===== src/rtl/absorb_word_sequencer_if.sv =====
`timescale 1ns/1ps
`default_nettype none
// =============================================================================
// absorb_word_sequencer_if : message-in / padding-stage-out bundle  (rev 1.0)
// =============================================================================
interface absorb_word_sequencer_if #(
  parameter int W     = 64,
  parameter int LEN_W = 32
);
  logic             start;
  logic             mode;
  logic [LEN_W-1:0] msg_len_bytes;
  logic             in_valid;
  logic             in_ready;
  logic [W-1:0]     in_data;
  logic             out_valid;
  logic             out_ready;
  logic [W-1:0]     out_data;
  logic [3:0]       remaining_valid_bytes;
  logic             padding_enable;
  logic             last_word_in_block;
  logic             padding_reset;
  logic             block_done;
  logic             msg_done;
  logic             busy;

  // The master side feeds messages and accepts padded words.
  modport master (
    output start, mode, msg_len_bytes, in_valid, in_data, out_ready,
    input  in_ready, out_valid, out_data, remaining_valid_bytes, padding_enable,
           last_word_in_block, padding_reset, block_done, msg_done, busy
  );

  modport slave (
    input  start, mode, msg_len_bytes, in_valid, in_data, out_ready,
    output in_ready, out_valid, out_data, remaining_valid_bytes, padding_enable,
           last_word_in_block, padding_reset, block_done, msg_done, busy
  );
endinterface
`default_nettype wire


===== src/rtl/absorb_word_sequencer.sv =====
`timescale 1ns/1ps
`default_nettype none
// =============================================================================
// absorb_word_sequencer : forwards message words, then pad words to block end
// Rev 1.0
// =============================================================================
module absorb_word_sequencer #(
  parameter int W              = 64,
  parameter int LEN_W          = 32,
  parameter int RATE_WORDS_128 = 21,
  parameter int RATE_WORDS_256 = 17
) (
  input wire clk,
  input wire rst_n,
  absorb_word_sequencer_if.slave bus
);

  localparam int c_cnt_w = $clog2((RATE_WORDS_128 > RATE_WORDS_256) ? RATE_WORDS_128 : RATE_WORDS_256);

  typedef enum logic [1:0] {
    S_IDLE = 2'd0,
    S_LOAD = 2'd1,
    S_DATA = 2'd2,
    S_PAD  = 2'd3
  } state_t;

  state_t             r_state;
  logic [LEN_W-1:0]   r_bytes_left;
  logic [c_cnt_w-1:0] r_word_cnt;
  logic               r_mode;
  logic               r_padding_reset;
  logic               r_block_done;
  logic               r_msg_done;

  logic [3:0]         w_rem;
  logic [LEN_W-1:0]   w_bytes_next;
  logic [c_cnt_w-1:0] w_last_idx;
  logic               w_at_last;
  logic               w_xfer;

  assign w_rem        = (r_bytes_left >= LEN_W'(8)) ? 4'd8 : r_bytes_left[3:0];
  assign w_bytes_next = r_bytes_left - LEN_W'(w_rem);
  assign w_last_idx   = r_mode ? c_cnt_w'(RATE_WORDS_256 - 1) : c_cnt_w'(RATE_WORDS_128 - 1);
  assign w_at_last    = (r_word_cnt == w_last_idx);
  assign w_xfer       = bus.out_valid && bus.out_ready;

  // Data words pass straight through; pad words are sourced locally as zeros.
  assign bus.out_valid             = (r_state == S_DATA) ? bus.in_valid : (r_state == S_PAD);
  assign bus.in_ready              = (r_state == S_DATA) && bus.out_ready;
  assign bus.out_data              = (r_state == S_DATA) ? bus.in_data : {W{1'b0}};
  assign bus.remaining_valid_bytes = (r_state == S_DATA) ? w_rem : 4'd0;

  // Gated by the transfer so the padding latch only sets on an accepted word.
  assign bus.padding_enable     = (r_bytes_left < LEN_W'(8)) && w_xfer;
  assign bus.last_word_in_block = w_at_last && bus.out_valid;
  assign bus.padding_reset      = r_padding_reset;
  assign bus.block_done         = r_block_done;
  assign bus.msg_done           = r_msg_done;
  assign bus.busy               = (r_state != S_IDLE);

  always_ff @(posedge clk) begin
    if (!rst_n) begin
      r_state         <= S_IDLE;
      r_bytes_left    <= '0;
      r_word_cnt      <= '0;
      r_mode          <= 1'b0;
      r_padding_reset <= 1'b1;
      r_block_done    <= 1'b0;
      r_msg_done      <= 1'b0;
    end else begin
      r_padding_reset <= 1'b0;
      r_block_done    <= 1'b0;
      r_msg_done      <= 1'b0;

      if (w_xfer) begin
        r_word_cnt   <= w_at_last ? '0 : r_word_cnt + c_cnt_w'(1);
        r_block_done <= w_at_last;
      end

      case (r_state)
        S_IDLE: begin
          if (bus.start) begin
            r_mode          <= bus.mode;
            r_bytes_left    <= bus.msg_len_bytes;
            r_word_cnt      <= '0;
            r_padding_reset <= 1'b1;
            r_state         <= S_LOAD;
          end
        end
        S_LOAD: begin
          r_state <= (r_bytes_left != '0) ? S_DATA : S_PAD;
        end
        S_DATA: begin
          if (w_xfer) begin
            r_bytes_left <= w_bytes_next;
            if (w_bytes_next == '0) begin
              r_state <= S_PAD;
            end
          end
        end
        S_PAD: begin
          if (w_xfer && w_at_last) begin
            r_state    <= S_IDLE;
            r_msg_done <= 1'b1;
          end
        end
        default: r_state <= S_IDLE;
      endcase
    end
  end

endmodule
`default_nettype wire


===== src/flat_wrapper.sv =====
// flat-port wrapper written by rule: the top's interface ports become plain ports
module absorb_word_sequencer_flat 
#(
  parameter int W              = 64,
  parameter int LEN_W          = 32,
  parameter int RATE_WORDS_128 = 21,
  parameter int RATE_WORDS_256 = 17
)
  (clk, rst_n, bus_start, bus_mode, bus_msg_len_bytes, bus_in_valid, bus_in_data, bus_out_ready, bus_in_ready, bus_out_valid, bus_out_data, bus_remaining_valid_bytes, bus_padding_enable, bus_last_word_in_block, bus_padding_reset, bus_block_done, bus_msg_done, bus_busy);
  absorb_word_sequencer_if #(.W(W), .LEN_W(LEN_W)) bus_i ();
  input wire clk;
  input wire rst_n;
  input wire logic [$bits(bus_i.start)-1:0] bus_start;
  input wire logic [$bits(bus_i.mode)-1:0] bus_mode;
  input wire logic [$bits(bus_i.msg_len_bytes)-1:0] bus_msg_len_bytes;
  input wire logic [$bits(bus_i.in_valid)-1:0] bus_in_valid;
  input wire logic [$bits(bus_i.in_data)-1:0] bus_in_data;
  input wire logic [$bits(bus_i.out_ready)-1:0] bus_out_ready;
  output wire logic [$bits(bus_i.in_ready)-1:0] bus_in_ready;
  output wire logic [$bits(bus_i.out_valid)-1:0] bus_out_valid;
  output wire logic [$bits(bus_i.out_data)-1:0] bus_out_data;
  output wire logic [$bits(bus_i.remaining_valid_bytes)-1:0] bus_remaining_valid_bytes;
  output wire logic [$bits(bus_i.padding_enable)-1:0] bus_padding_enable;
  output wire logic [$bits(bus_i.last_word_in_block)-1:0] bus_last_word_in_block;
  output wire logic [$bits(bus_i.padding_reset)-1:0] bus_padding_reset;
  output wire logic [$bits(bus_i.block_done)-1:0] bus_block_done;
  output wire logic [$bits(bus_i.msg_done)-1:0] bus_msg_done;
  output wire logic [$bits(bus_i.busy)-1:0] bus_busy;
  assign bus_i.start = bus_start;
  assign bus_i.mode = bus_mode;
  assign bus_i.msg_len_bytes = bus_msg_len_bytes;
  assign bus_i.in_valid = bus_in_valid;
  assign bus_i.in_data = bus_in_data;
  assign bus_i.out_ready = bus_out_ready;
  assign bus_in_ready = bus_i.in_ready;
  assign bus_out_valid = bus_i.out_valid;
  assign bus_out_data = bus_i.out_data;
  assign bus_remaining_valid_bytes = bus_i.remaining_valid_bytes;
  assign bus_padding_enable = bus_i.padding_enable;
  assign bus_last_word_in_block = bus_i.last_word_in_block;
  assign bus_padding_reset = bus_i.padding_reset;
  assign bus_block_done = bus_i.block_done;
  assign bus_msg_done = bus_i.msg_done;
  assign bus_busy = bus_i.busy;
  absorb_word_sequencer #(.W(W), .LEN_W(LEN_W), .RATE_WORDS_128(RATE_WORDS_128), .RATE_WORDS_256(RATE_WORDS_256)) u_core (.clk(clk), .rst_n(rst_n), .bus(bus_i));
endmodule

===== config.mk =====
export PLATFORM = sky130hd
export DESIGN_NAME = absorb_word_sequencer_flat
export DESIGN_NICKNAME = d
export VERILOG_FILES = /design/src/rtl/absorb_word_sequencer_if.sv /design/src/rtl/absorb_word_sequencer.sv /design/src/flat_wrapper.sv
export SDC_FILE = /design/constraint.sdc
export NUM_CORES = 1
export LEC_CHECK = 0
export BUFFER_PORTS_ARGS = -buffer_cell sky130_fd_sc_hd__buf_4
export CORE_MARGIN = 1.5
export CORE_UTILIZATION = 35
export CTS_BUF_LIST = sky130_fd_sc_hd__clkbuf_4 sky130_fd_sc_hd__clkbuf_8 sky130_fd_sc_hd__clkbuf_16
export DETAILED_ROUTE_END_ITERATION = 12
export PLACE_DENSITY = 0.67
export SLEW_MARGIN = 5
export SYNTH_ARGS = -nofsm -noshare
export SYNTH_HDL_FRONTEND = slang
export SYNTH_SLANG_ARGS = --single-unit

===== constraint.sdc =====
create_clock -name clk -period 3.3 [get_ports clk]
set_input_delay 0.33 -clock clk [delete_from_list [all_inputs] [get_ports clk]]
set_output_delay 0.33 -clock clk [all_outputs]
set_load 0.01 [all_outputs]

### Yosys cells after proc, flatten, opt, wreduce, memory -nomap -nowiden

Cells that the tools add are included.

| word-level totals | value |
|---|---|
| input bits | 102 |
| register bits | 43 |
| output and inout port bits | 76 |

| operators by class | value |
|---|---|
| $add $sub $neg | 2 |
| reductions and logical operators | 15 |
| mux-type cells | 21 |
| equality and inequality tests | 8 |
| $lt $le $gt $ge | 2 |

Operators by type and width:

| kind | number |
|---|---|
| 32-bit 2-to-1 mux | 2 |
| 64-bit 2-to-1 mux | 1 |
| 32-bit case mux with 2 select lines | 1 |
| 32-bit by 4-bit >= comparator with 1-bit output, second input constant | 1 |
| 32-bit zero test | 1 |
| 32-bit by 4-bit less-than comparator with 1-bit output, second input constant | 1 |
| 32-bit nonzero test | 1 |
| 32-bit by 4-bit subtractor with 32-bit output | 1 |
| 5-bit 2-to-1 mux | 4 |
| 2-bit 2-to-1 mux | 4 |
| 4-bit 2-to-1 mux | 2 |
| 2-bit case mux with 4 select lines | 1 |
| 2-bit != test, second input constant | 3 |
| 2-bit AND reduction | 3 |
| 5-bit by 1-bit adder with 5-bit output, second input constant | 1 |
| 5-bit == test | 1 |
| 1-bit logical AND | 5 |
| 1-bit 2-to-1 mux | 5 |
| 2-bit == test, second input constant | 2 |
| 4-bit AND reduction | 1 |
| 2-bit nonzero test | 2 |
| 3-bit 2-to-1 mux | 1 |
| 3-bit AND reduction | 1 |
| 2-bit by 1-bit == test with 1-bit output, second input constant | 1 |
| other kinds (2) | 2 |

### Longest topological paths before layout

Gate-level depths: netlist (run 1).

| logic depth | value |
|---|---|
| depth in word-level cells | 7 |
| depth in mapped cells | 14 |
| gate-level depth less buffers | 13 |

### Worst setup path before layout (run 1)

OpenSTA, ideal clock, no wires.

| timing | value |
|---|---|
| kind | register -> register |
| start | register u_core.r_bytes_left[12] |
| end | register u_core.r_state[0] |
| period minus slack after synthesis | 2.913 ns |
| stages on the path, launching flop included | 15 |
| arrival time | 2.793 ns |
| required time | 3.180 ns |
| setup slack | 0.387 ns |
| cells stage by stage | dfxtp_1 buf_6 nor4_4 and4_1 nand3_1 nand2_1 ha_1 nor4b_1 nand4_1 nor4b_1 nand4b_1 nor4_1 o221a_2 a311o_1 nand3_1 |

| on the way | value |
|---|---|
| longest elaborated chain between the ends | 6 |
| elaborated cells between the ends (all ways) | 9 |
| classes of those cells | add/sub: 1; order compare: 1; eq/ne: 1; mux: 3; reduce/logical: 3 |

RTL lines:

| what | line | source |
|---|---|---|
| start: declaration | absorb_word_sequencer.sv:28 | `logic [LEN_W-1:0] r_bytes_left;` |
| start signal: assignment | absorb_word_sequencer.sv:84 | `r_bytes_left <= bus.msg_len_bytes;` |
| start signal: assignment | absorb_word_sequencer.sv:95 | `r_bytes_left <= w_bytes_next;` |
| 32-bit by 4-bit >= comparator with 1-bit output | absorb_word_sequencer.sv:41 | `assign w_rem = (r_bytes_left >= LEN_W'(8)) ? 4'd8 : r_bytes_left[3:0];` |
| 4-bit 2-to-1 mux | absorb_word_sequencer.sv:41 |  |
| 32-bit by 4-bit subtractor with 32-bit output | absorb_word_sequencer.sv:42 | `assign w_bytes_next = r_bytes_left - LEN_W'(w_rem);` |
| 32-bit zero test | absorb_word_sequencer.sv:96 | `if (w_bytes_next == '0) begin` |
| 2-bit != test (no source line) | n/a |  |
| 4-bit AND reduction (no source line) | n/a |  |
| end signal: assignment | absorb_word_sequencer.sv:91 | `r_state <= (r_bytes_left != '0) ? S_DATA : S_PAD;` |
| end: declaration | absorb_word_sequencer.sv:27 | `state_t r_state;` |

Parallel ways exist; a longest one is shown, timed or not.
A chain may end at the register's enable or synchronous reset.

### Worst setup path after layout (run 1)

| timing | value |
|---|---|
| start | register u_core.r_bytes_left[18] |
| end | register u_core.r_state[0] |

The elaborated chain is that of the path after synthesis.

==> results of run 1 <==
## cell type report
| cell class | count | area (um2) |
|---|---|---|
| clock buffers | 8 | 104 |
| well taps | 140 | 175 |
| repair buffers | 207 | 1550 |
| flip-flops and latches | 43 | 862 |
| fillers | 1085 | 5230 |
| inverters | 16 | 60.1 |
| multi-input cells | 433 | 2810 |
## worst min-delay path, cell delays in order
cell,delay (ps)
buf_4,110
nand2_1,60
a21oi_1,50
## worst paths after layout
check,start,to,slack [ps],cells past startpoint
setup / recovery,u_core.r_bytes_left[18],u_core.r_state[0],190,9
hold / removal,bus_msg_len_bytes[0],u_core.r_bytes_left[0],280,3
setup reg to reg,u_core.r_bytes_left[18],u_core.r_state[0],190,9
hold reg to reg,u_core.r_mode,u_core.r_mode,490,2
## sequential cells by signal, indices dropped and copies added, names as in the netlist
register and cells:
u_core.bus.block_done 1, u_core.bus.msg_done 1, u_core.bus.padding_reset 1, u_core.r_bytes_left 32
u_core.r_mode 1, u_core.r_state 2, u_core.r_word_cnt 5
## metal layers
metal / vias up / GRT usage (%) / part of all wire, %
met2: 209 / 43.8 / 49
met5: - / 0 / 0
met1: 2183 / 30.1 / 41
li1: 2255 / - / -
met3: 26 / 3.86 / 8.1
met4: 0 / 6.30 / 1.9
## what timing repair did
action,4_1_cts,5_1_grt
resized for setup,0,9
endpoints found under the hold margin,0,0
setup endpoints to repair,0,2
## power by group through the flow
stage	Sequential, mW	Clock [mW]	Combinational [mW]
2_1_floorplan	0.836	0	2.49
3_3_place_gp	0.930	0	3.70
3_5_place_dp	0.937	0	3.74
4_1_cts	0.925	0.401	3.76
5_1_grt	0.973	0.424	4.17
6_report	0.945	0.405	3.82
## cells in the final DEF (no fill, tap or decap), types with 5 or more instances in the layout
cell type  netlist  routed
mux2i_1          6       6
nor2_1          45      45
xnor2_1          5       5
nand3_1         14      14
clkbuf_8         0       7
nor3_1          12      11
nor2b_1          5       5
inv_1           16      16
nand2_1         41      41
or4_1            5       5
dfxtp_1         43      42
o31ai_1          5       5
a211oi_1         9       8
buf_4            0     207
o211ai_1         5       5
nor4_1           9       8
xor2_1           6       6
and3_1          10       9
and2_1          75      74
ha_1             7       6
o22ai_1          7       7
a21oi_1         42      42
nand4_1          7       7
o21ai_0         35      35
## through the flow
step | instances | worst slack, ps | instance area [um2] | utilization [%]
3_3_place_gp | 839 | 207 | 5420 | 50.2
2_1_floorplan | 531 | 387 | 3860 | -
6_report | 847 | 193 | 5560 | 51.6
5_1_grt | 847 | 30.4 | 5560 | 51.6
4_1_cts | 847 | 62.5 | 5530 | 51.2
3_5_place_dp | 839 | 98.5 | 5420 | 50.2
## logic make-up after synthesis
logic type	after synthesis	share of synthesized area, %
simple gates	266	40.6
compound gates	140	23.6
buf+inv	55	6.51
flops	43	22.3
xor+xnor	11	2.49
mux	8	2.14
fa+ha+maj	7	2.27
other cells	1	0.0971
==> reports/results.ini, run 1 <==
[global_route]
gr-total-overflow=0
grt_usage_pct=24.4
grt_pass1_wl_um=22600
grt_pass1_vias=4330
grt_max_degree=88
antenna_found_initial=0

[detailed_routing]
vias=4673
route.detailed.drc=0
ant_nets=0
wl_per_cell_um=17.4
first_iter_violations=338
viasPerCell=5.52
dr.pass1.iters=5
routed_wl_um=14700

[sta]
slew_headroom_pct=47.4
fin_crit_sh_pct=94.2
worstMarginPinSlew_ps=788
fmax_mhz=322
final_max_slew_viol_count=0
finClkSkew_ps=6.14
hold_violations=0
setup_viol=0
setup_tns_ps=0
fin_hold_ws_ps=285
rsz0062_at_grt=false
min_period_ps=3110

[synthesis]
synth_top_cell_by_area=dfxtp_1
ys_warn_count=0
synth_seq_area_share_pct=22.3
synth-seq-cells=43
netlist_area_um2=3860
netlist_instances=531
synth_edf_count=0
synth_area_leaders=dfxtp_1 22%, and2_1 12%, a21oi_1 5.4%
synth_cell_types=70
ys.flop_type=dfxtp_1
synth_most_common_cell=and2_1
synthesis.nets=640
synth.avg_cell_area_um2=7.27
yosys-top-cells-count=75 x and2_1, 45 x nor2_1, 43 x dfxtp_1
yosysTopAreaCellShare_pct=22.3
synth-async-reset-ratio_pct=0

[run_status]
status=finished clean

[critical_path]
start_kind=flip-flop
crit_top_cell=nand3_1
worstSetupEndpointType=flip-flop
arrival_ps=3300
cp_slowest_stage_delay_ps=720
cp.required_ps=3500
slowest_stage=or4_1
crit_family=simple AND/OR/NAND/NOR gates
worstSetupPathType=reg2reg
worst-path-buf-inv=1
cp_cell_sequence=buf_4 -> or4_1 -> or3_1 -> nor4_2 -> xnor2_1 -> nand3_1 -> nor4_1 -> a311o_1 -> nand3_1
cp_max_fo=8

[power]
power.switching_mw=2.71
vdd_drop_max_uv=393
total_leakage_power_nw=2.50
clkPwrFrac_pct=7.8
power_density_nw_per_um2=930
intPower_mw=2.46
pwr-share-seq_pct=18.3
p_sw_share_pct=52.4
combPwrFrac_pct=73.9
power.total_mw=5.17

[cts]
clock_path_buffers=2
worstSkewPairLatency_ps=310
tritoncts=done
postCtsSetupRepairBufs=0
clk_pin_slew_worst_paths_ps=90
hold_buffers=0
clock_sinks=43
numCtsBuffers=5
root_buffer=clkbuf_8
cts_max_level=2

[floorplanning]
die-area_um2=11700
core_um2=10800
num_rows=38
boundaryPins=178
chipWidth_um=108
die_h_um=108
initial_core_util_pct=35.8

[finish]
fin_nets=815
syn_to_final_growth_pct=44.1
drive_gt1_share_pct=35.9
num_antenna_cells=0

[placed_design]
place.gp.congestion=0.957
numPortBuffers=177
hpwlAfterDp_um=11300

[hold_path]
holdCritPathClass=in2reg

[job]
cap_violations=0

(Power assumes the default switching activity.)
==> inputs of run 2 (changes only) <==
- PLACE_DENSITY: 0.67 -> 0.69
- clock period: 3.3 -> 2.7 ns (I/O delays scaled with it)
==> run 2 against run 1 <==
  * The flow now finishes with violations (setup timing)
  * Utilization is 4.8 points higher
  * Largest power group unchanged
  * Critical path type unchanged
  * Sequential share of layout area is 1.3 points lower
  * Worst hold slack worse by 70 ps
  * Routed wire length is 5.2% higher
==> reports/results.ini, run 2 (synthesis results as in run 1) <==
[global_route]
antenna_found_initial=0  ; unchanged
grt_pass1_wl_um=23400  ; +3.9%
grt_usage_pct=25.7  ; +1.3 points
grt_pass1_vias=4782  ; +10%
gr-total-overflow=0  ; unchanged
grt_max_degree=129  ; +47%

[run_status]
violations=setup timing
status=complete, but fails checks

[sta]
slew_headroom_pct=48.9  ; +1.5 points
setup_viol=2  ; +2
rsz0062_at_grt=true
final_max_slew_viol_count=0  ; unchanged
hold_violations=0  ; unchanged
min_period_ps=2780  ; -326 ps
finClkSkew_ps=3.11  ; -3.03 ps
fin_crit_sh_pct=103  ; +8.8 points
fmax_mhz=360  ; +12%
layout_setup_ws_ps=-81.2  ; -274 ps
worstMarginPinSlew_ps=763  ; -24.7 ps

[placed_design]
hpwlAfterDp_um=11800  ; +4.9%
placed_area_um2=5870  ; +8.3%
place.gp.congestion=0.975  ; +1.9%
numPortBuffers=177  ; unchanged
placedCellCount=887  ; +5.7%

[cts]
numCtsBuffers=5  ; unchanged
worstSkewPairLatency_ps=300  ; about the same
tritoncts=done
clock_sinks=43  ; unchanged
clock_path_buffers=2  ; unchanged
cts_max_level=2  ; unchanged
clk_pin_slew_worst_paths_ps=90  ; about the same
root_buffer=clkbuf_8

[detailed_routing]
viasPerCell=5.54  ; +0.38%
route.detailed.drc=0  ; unchanged
ant_nets=0  ; unchanged
first_iter_violations=349  ; +3.3%
wl_per_cell_um=17.2  ; -1.1%
routed_wl_um=15500  ; +5.2%
dr.pass1.iters=6  ; +1
vias=4990  ; +6.8%

[critical_path]
cp.required_ps=2900  ; -600 ps
worstSetupEndpointType=flip-flop
crit_family=simple AND/OR/NAND/NOR gates
arrival_ps=2980  ; -320 ps
cp_max_fo=3  ; -5
worst-path-buf-inv=0  ; -1
cp_cell_sequence=or4_1 -> or3_1 -> nor4_2 -> xnor2_1 -> nand3_1 -> nor4_1 -> a311o_1 -> nand3_1
slowest_stage=or4_1
cp_slowest_stage_delay_ps=600  ; -120 ps
crit_top_cell=nand3_1
worstSetupPathType=reg2reg
start_kind=flip-flop

[finish]
final_cell_area_um2=6090  ; +9.4%
drive_gt1_share_pct=41.8  ; +5.9 points
mostFrequentLayoutCells=258 x buf_4, 74 x and2_1, 45 x nor2_1
largestRegisters=u_core.r_bytes_left (32), u_core.r_word_cnt (5), u_core.r_state (2)
top_register=u_core.r_bytes_left
final_common_cell=buf_4
largest_register_ffs=32  ; unchanged
syn_to_final_growth_pct=57.6
num_antenna_cells=0  ; unchanged
fin_nets=869  ; +6.6%
stdcell_count=901  ; +6.4%

[floorplanning]
core_um2=10800  ; unchanged
chipWidth_um=108  ; unchanged
boundaryPins=178  ; unchanged
die_h_um=108  ; unchanged
die-area_um2=11700  ; unchanged
num_rows=38  ; unchanged
initial_core_util_pct=35.8  ; unchanged

[power]
vdd_drop_max_uv=613  ; +56%
power_density_nw_per_um2=1190  ; +28%
total_leakage_power_nw=2.80  ; +12%

[hold_path]
holdCritPathClass=in2reg

[job]
cap_violations=0  ; unchanged

## run 2: power by group
part           switching (mW)  leakage, nW  internal [mW]
registers               0.223        0.354          0.849
logic                    3.15         2.40           2.58
clock network           0.249       0.0446          0.192
total                    3.62         2.80           3.62
## run 2: worst reg2reg max path: cells and delay by family (launching register included)
kind	cells	cell delay, ps
DFF	1	350
and+or+nand+nor	6	1820
xor gates and xnor gates	1	260
AOI/OAI and AO/OA	1	230
## run 2: worst paths after layout
check / start / end / slack, ps / depth (start not counted)
setup / recovery: u_core.r_bytes_left[18] / u_core.r_state[0] / -80 / 8
hold / removal: bus_msg_len_bytes[0] / u_core.r_bytes_left[0] / 210 / 3
setup reg to reg: u_core.r_bytes_left[18] / u_core.r_state[0] / -80 / 8
hold reg to reg: u_core.r_mode / u_core.r_mode / 480 / 2
## run 2: cell type report
type                            count  area, um2
Clock buffer                        6       76.3
Clock inverter                      2       12.5
Fill cell                        1046       4710
Inverter                           16       60.1
Multi-Input combinational cell    433       2900
Sequential cell                    43        863
Tap cell                          140        175
Timing Repair Buffer              261       2000
## run 2: layer usage
metal / routed length (um) / track usage [%] / vias to the layer above / part of all wire (%)
met5: 0 / 0 / - / 0
met4: 411 / 9.77 / 0 / 2.6
met3: 1210 / 3.56 / 36 / 7.8
met2: 7700 / 45.6 / 221 / 50
met1: 6190 / 31.2 / 2362 / 40
li1: - / - / 2371 / -
## run 2: timing repair
| item | in CTS | in global routing |
|---|---|---|
| buffers inserted | 4 | 2 |
| resized for setup | 7 | 9 |
| pin swaps | 8 | 4 |
| setup endpoints to repair | 3 | 6 |
| hold buffers | 0 | 0 |
## run 2: per-stage QoR
stage	hold WS, ps	setup slack, ps	util [%]	setup TNS [ps]	total power [mW]
CTS	218	-19.7	55.8	-38.2	7.02
floorplan	406	-322	-	-2140	4.14
detailed placement	473	-55.5	54.4	-109	6.47
finish	215	-81.2	56.4	-104	7.24
global route	218	-213	56.4	-476	7.74
global placement	469	-32.9	54.4	-32.9	6.36
